`config.mk`:
```
export PLATFORM = sky130hd
export DESIGN_NAME = apb_master_bridge
export DESIGN_NICKNAME = d
export VERILOG_FILES = /design/src/rtl/apb_master_bridge.sv
export SDC_FILE = /design/constraint.sdc
export NUM_CORES = 1
export LEC_CHECK = 0
export ABC_AREA = 0
export BUFFER_PORTS_ARGS = -buffer_cell sky130_fd_sc_hd__buf_2
export CAP_MARGIN = 25
export CORE_MARGIN = 5
export CORE_UTILIZATION = 49
export DETAILED_ROUTE_END_ITERATION = 10
export GPL_ROUTABILITY_DRIVEN = 0
export MAX_ROUTING_LAYER = met4
export PLACE_DENSITY = 0.86
export SYNTH_ARGS = -nofsm -noshare
export SYNTH_HDL_FRONTEND = slang
export SYNTH_SLANG_ARGS = --single-unit
```
`constraint.sdc`:
```
create_clock -name pclk -period 2.3 [get_ports pclk]
set_input_delay 0.46 -clock pclk [delete_from_list [all_inputs] [get_ports pclk]]
set_output_delay 0.46 -clock pclk [all_outputs]
set_load 0.05 [all_outputs]
```
`src/rtl/apb_master_bridge.sv`:
```
// Single-outstanding APB requester: valid/ready command port to APB SETUP/ACCESS
// transfers, with wait-state counting and an optional timeout abort.
module apb_master_bridge #(
   parameter int unsigned ADDR_W  = 4,
   parameter int unsigned DATA_W  = 8,
   parameter int unsigned WAIT_W  = 8,
   parameter int unsigned TIMEOUT = 15
) (
   input  logic              pclk,
   input  logic              presetn,
   input  logic              cmd_valid,
   output logic              cmd_ready,
   input  logic              cmd_write,
   input  logic [ADDR_W-1:0] cmd_addr,
   input  logic [DATA_W-1:0] cmd_wdata,
   output logic              psel,
   output logic              penable,
   output logic              pwrite,
   output logic [ADDR_W-1:0] paddr,
   output logic [DATA_W-1:0] pwdata,
   input  logic [DATA_W-1:0] prdata,
   input  logic              pready,
   output logic              rsp_valid,
   output logic [DATA_W-1:0] rsp_rdata,
   output logic              rsp_err,
   output logic [WAIT_W-1:0] rsp_wait
);

   typedef enum logic [1:0] {IDLE, SETUP, ACCESS} state_t;

   localparam bit              TO_EN  = (TIMEOUT != 0);
   localparam logic [WAIT_W-1:0] TO_LIM = WAIT_W'((TIMEOUT == 0) ? 0 : TIMEOUT - 1);
   localparam logic [WAIT_W-1:0] TO_VAL = WAIT_W'(TIMEOUT);

   state_t              state, state_nxt;
   logic [WAIT_W-1:0]   cnt, cnt_nxt;
   logic                pwrite_nxt;
   logic [ADDR_W-1:0]   paddr_nxt;
   logic [DATA_W-1:0]   pwdata_nxt;
   logic                rsp_valid_nxt;
   logic [DATA_W-1:0]   rsp_rdata_nxt;
   logic                rsp_err_nxt;
   logic [WAIT_W-1:0]   rsp_wait_nxt;

   // State register
   always_ff @(posedge pclk) begin
      if (!presetn) state <= IDLE;
      else          state <= state_nxt;
   end

   // Next-state and next-output logic
   always_comb begin
      state_nxt     = state;
      cnt_nxt       = cnt;
      pwrite_nxt    = pwrite;
      paddr_nxt     = paddr;
      pwdata_nxt    = pwdata;
      rsp_valid_nxt = 1'b0;
      rsp_rdata_nxt = rsp_rdata;
      rsp_err_nxt   = rsp_err;
      rsp_wait_nxt  = rsp_wait;
      case (state)
         IDLE: begin
            if (cmd_valid && cmd_ready) begin
               pwrite_nxt = cmd_write;
               paddr_nxt  = cmd_addr;
               pwdata_nxt = cmd_wdata;
               state_nxt  = SETUP;
            end
         end
         SETUP: begin
            cnt_nxt   = '0;
            state_nxt = ACCESS;
         end
         ACCESS: begin
            // Completion takes priority over a timeout reached on the same edge
            if (pready) begin
               state_nxt     = IDLE;
               rsp_valid_nxt = 1'b1;
               rsp_err_nxt   = 1'b0;
               rsp_wait_nxt  = cnt;
               rsp_rdata_nxt = pwrite ? '0 : prdata;
            end else if (TO_EN && (cnt == TO_LIM)) begin
               state_nxt     = IDLE;
               rsp_valid_nxt = 1'b1;
               rsp_err_nxt   = 1'b1;
               rsp_wait_nxt  = TO_VAL;
               rsp_rdata_nxt = '0;
            end else if (cnt != {WAIT_W{1'b1}}) begin
               cnt_nxt = cnt + WAIT_W'(1);
            end
         end
         default: state_nxt = IDLE;
      endcase
   end

   // Registered outputs derived from the upcoming state
   always_ff @(posedge pclk) begin
      if (!presetn) begin
         cmd_ready <= 1'b1;
         psel      <= 1'b0;
         penable   <= 1'b0;
         pwrite    <= 1'b0;
         paddr     <= '0;
         pwdata    <= '0;
         cnt       <= '0;
         rsp_valid <= 1'b0;
         rsp_rdata <= '0;
         rsp_err   <= 1'b0;
         rsp_wait  <= '0;
      end else begin
         cmd_ready <= (state_nxt == IDLE);
         psel      <= (state_nxt != IDLE);
         penable   <= (state_nxt == ACCESS);
         pwrite    <= pwrite_nxt;
         paddr     <= paddr_nxt;
         pwdata    <= pwdata_nxt;
         cnt       <= cnt_nxt;
         rsp_valid <= rsp_valid_nxt;
         rsp_rdata <= rsp_rdata_nxt;
         rsp_err   <= rsp_err_nxt;
         rsp_wait  <= rsp_wait_nxt;
      end
   end

endmodule

```
# Word-level counts from Yosys, hierarchy flattened

Cells that the tools add are included.

Order comparisons: 0
Eq/ne operators: 8
Shift operators: 0
Bitwise gates (word level): 0
Multiply operators: 0
Reductions and logical operators: 10
Divide/modulo/power cells: 0
Add/subtract/negate cells: 1
Muxes and demuxes: 17

Operators with widths:

| cell                | count |
|---|---|
| $mux 8              | 8 |
| $pmux 8 s2          | 1 |
| $add 8x1->8 const B | 1 |
| $eq 8x4->1 const B  | 1 |
| $ne 8x8->1 const B  | 1 |
| $mux 2              | 3 |
| $ne 2x2->1 const B  | 3 |
| $pmux 2 s3          | 1 |
| $reduce_and 2->1    | 3 |
| $reduce_bool 2->1   | 3 |
| $eq 2x2->1 const B  | 2 |
| $logic_not 2->1     | 2 |
| $mux 1              | 4 |
| $reduce_and 4->1    | 1 |
| $eq 2x1->1 const B  | 1 |
| $logic_and 1x1->1   | 1 |

Memory bits (read-only): 0
Memories: 0
Register bits: 44
Output and inout port bits: 34
Bits in writable memories: 0
Input port bits: 25
Bits in latches: 0

# Longest topological paths before layout

Word-level depth: 5
Gate-level depth with buffers: 6

# Worst setup path before layout

Ideal clock, no wire load.

Path type: reg-to-reg
From: register cnt[0]
To: register cnt[7]
Library setup time: 0.070 ns
Clock period less this slack: 1.668 ns
Stages on the path, launching flop included: 7
Path buffers: 0
Slack: 0.632 ns
Arrival: 1.597 ns
Cell sequence: dfxtp_1 inv_1 ha_1 nor4b_2 a21o_1 or4_1 a21oi_1

Cells in the longest elaborated chain, start to end: 5
Elaborated cells on any way between the ends: 10
Those cells by class: add/sub (1); eq/ne (4); mux (4); reduce/logical (1)

RTL lines:

| what                   | RTL line | source |
|---|---|---|
| start, declared        | 36       | `logic [WAIT_W-1:0] cnt, cnt_nxt;` |
| start signal, assigned | 118      | `cnt <= cnt_nxt;` |
| $add 8x1->8            | 90       | `cnt_nxt = cnt + WAIT_W'(1);` |
| $mux 8                 | 89       | `end else if (cnt != {WAIT_W{1'b1}}) begin` |
| $mux 8                 | 83       | `end else if (TO_EN && (cnt == TO_LIM)) begin` |
| $mux 8                 | 77       | `if (pready) begin` |
| $pmux 8 s2             | 62       | `case (state)` |

Several ways; a longest one is shown, not always the timed one. The select of a mux whose other input is x is not followed.
A chain may end at the register's enable or synchronous reset.

# Worst setup path after layout

From: register cnt[1]
To: register rsp_wait[1]

Cells in the longest elaborated chain, start to end: 3
Elaborated cells on any way between the ends: 4
Those cells by class: eq/ne (1); mux (1); reduce/logical (2)

RTL lines:

| what                        | RTL line | source |
|---|---|---|
| $eq 8x4->1                  | 83       |  |
| $reduce_bool 2->1 (no line) | n/a      |  |
| $reduce_and 2->1 (no line)  | n/a      |  |
| end signal, assigned        | 122      | `rsp_wait <= rsp_wait_nxt;` |
| end, declared               | 26       | `output logic [WAIT_W-1:0] rsp_wait` |

Several ways; a longest one is shown, not always the timed one.

==> results.cfg <==
[worst_setup_path]
slowest_stage = dfxtp_1
cp.arrival_ps = 2170
critical_path.endpoint_type = flop
r2r_setup_slack_ps = 430
crit_path_start_kind = flop
crit_path_max_incr_delay_ps = 490
required_ps = 2600
path_max_fanout = 8
worstPathCellList = ha_1 > nor4b_2 > a21oi_1 > nor2_2 > o221a_2
worstSetupPathType = flop to flop

[sta]
finalHoldViolCount = 0
worstMarginPinSlew_ps = 584
worst_slack_ps = 431
maxSlewViolCount = 0
setup_violations = 0
finalCriticalPeriod_ps = 1870
fin_tns_setup_ps = 0
fin_worst_skew_ps = 5.81
whs_ps = 317
timing.slew.headroom_pct = 61.0
rsz0062_at_grt = no
post-route-period-util_pct = 81.2
fmax_mhz = 535

[grt]
grt_pass1_wl_microns = 6640
grt_overflow = 0
grt_max_degree = 27
track_usage_pct = 17.2
grt_pass1_vias = 1481
antenna_found_initial = 0

[yosys]
synth.cell_area_sq_um = 1730
yosysUniqueCellTypes = 39
synth_ff_type = dfxtp_1
synth_top_area_cell = dfxtp_1
synth_fp_nets = 219
yosys.area.top_type_share_pct = 51.1
synth-edff-count = 0
ys_seq_area_share_pct = 51.1
netlist_top_cells_area = dfxtp_1, nand2_1, a21oi_1
ys_seq_elements = 44
yosys_warnings = 0
avgSynthCellArea_sq_um = 8.99
netlist_instances = 192
async_reset_ff_share_pct = 0

[detailed_routing]
wl_per_cell_microns = 13.2
drc_errors = 0
ant_nets = 0
wl_microns = 3920
vias = 1607
vias_per_cell = 5.39
firstDrtPassIters = 5
drt_iter0_markers = 162

[clock_tree]
clock_path_buffers = 2
clkSinkCount = 44
post-cts-setup-buffer-count = 0
cts-root-buf = clkbuf_4
path_clk_slew_ps = 120
clock_latency_ps = 350
cts_tree = yes
ctsResizeCount = 0
holdBufCountCts = 0
htree_levels = 2
cts_buffers = 5

[layout]
area_growth_pct = 22.7
n_antenna_cell = 0
nNetsFinal = 278
layout-drive-gt1-share_pct = 30.2
fin_util_pct = 62.9

[floorplan]
ios = 59
start_util_pct = 51.3
rows = 21
die-area_sq_um = 4810
core-area_sq_um = 3360
die_y_microns = 69.3
die_w_microns = 69.3

[power]
p_total_mw = 1.44
peakVddDrop_v = 0.000469
power.density_nw_per_um2 = 678
power.leakage_nw = 0.912

[placement]
io_buffer_count = 58
pre_cts_ws_ps = 479
hpwl_microns = 2890

[outcome]
outcome = finished clean

[run]
drv_cap = 0

[hold_path]
hp-class = primary input to flop
metal layers:
| layer | track usage (%) | routed length, microns | vias up |
|---|---|---|---|
| li1 | - | - | 825 |
| met1 | 20.8 | 1710 | 710 |
| met2 | 26.6 | 1860 | 60 |
| met3 | 6.38 | 276 | 12 |
| met4 | 5.64 | 77 | 0 |
| met5 | - | 0 | - |
sequential cells by signal (all words and copies together) (netlist names):
signal     cells
cnt            8
pwdata         8
rsp_rdata      8
rsp_wait       8
paddr          4
state          2
cmd_ready      1
penable        1
psel           1
pwrite         1
rsp_err        1
rsp_valid      1
critical path: cells and delay by family, from the launching register on:
| family | cells | cell delay, ps |
|---|---|---|
| DFF | 1 | 490 |
| adders and majority gates | 1 | 190 |
| and+or+nand+nor | 2 | 650 |
| AOI/OAI and AO/OA | 2 | 480 |
power breakdown:
part	internal [mW]	switching (mW)
combinational	0.0663	0.185
clock	0.151	0.224
sequential	0.793	0.0173
total	1.01	0.426
final cells by class:
| type | instances | area (sq um) |
|---|---|---|
| inverter | 4 | 15.0 |
| sequential | 44 | 881 |
| fill | 321 | 1250 |
| clock buffer | 8 | 58.8 |
| timing repair buffer | 60 | 305 |
| tap | 46 | 57.6 |
| multi-input combinational | 136 | 800 |
cells in the mapped netlist, types with 3 or more instances:
cell,instances
nor3_1,3
a22o_1,8
nor2_1,3
nand2_1,41
clkbuf_1,8
nand3_1,10
and4_1,3
nand4_1,3
o221a_2,4
a21oi_1,21
or3_1,3
dfxtp_1,44
inv_1,3
o22ai_1,5
through the flow:
step           cell area (sq um)  std cells
2_1_floorplan               1730        192
3_3_place_gp                2060        290
3_5_place_dp                2060        290
4_1_cts                     2120        298
5_1_grt                     2120        298
6_report                    2120        298
kinds of logic (layout without fill, tap and decap cells):
| group | count (synthesis) | after routing | share of synthesized area [%] |
|---|---|---|---|
| buffers and inverters | 12 | 72 | 2.61 |
| flip-flops | 44 | 44 | 51.1 |
| AO/OA/AOI/OAI | 54 | 54 | 21.6 |
| AND/OR/NAND/NOR | 80 | 80 | 23.3 |
| adder cells (fa/ha/maj) | 2 | 2 | 1.45 |
cells in the final DEF, fill, tap and decap left out, drive strengths merged, types with 2 or more instances in the layout:
master / instances
nand2: 41
nand4: 3
clkbuf: 8
o2111ai: 2
nand2b: 2
or3: 3
o221a: 4
or4: 2
a31oi: 2
nand3: 10
inv: 4
nor2: 4
a21oi: 22
buf: 60
nor3: 4
o21ai: 2
dfxtp: 44
and4: 3
a22o: 8
o211ai: 2
and3: 2
ha: 2
o22ai: 5
path summary, 6_finish.rpt:
check,cells past startpoint,from,endpoint
max,5,cnt[1]$_SDFFE_PN0P_,rsp_wait[1]$_SDFFE_PN0P_
min,2,prdata[3],rsp_rdata[3]$_SDFFE_PN0P_
max reg2reg,5,cnt[1]$_SDFFE_PN0P_,rsp_wait[1]$_SDFFE_PN0P_
min reg2reg,2,rsp_err$_SDFFE_PN0P_,rsp_err$_SDFFE_PN0P_
Note: power is estimated with default switching activity, not from simulation.
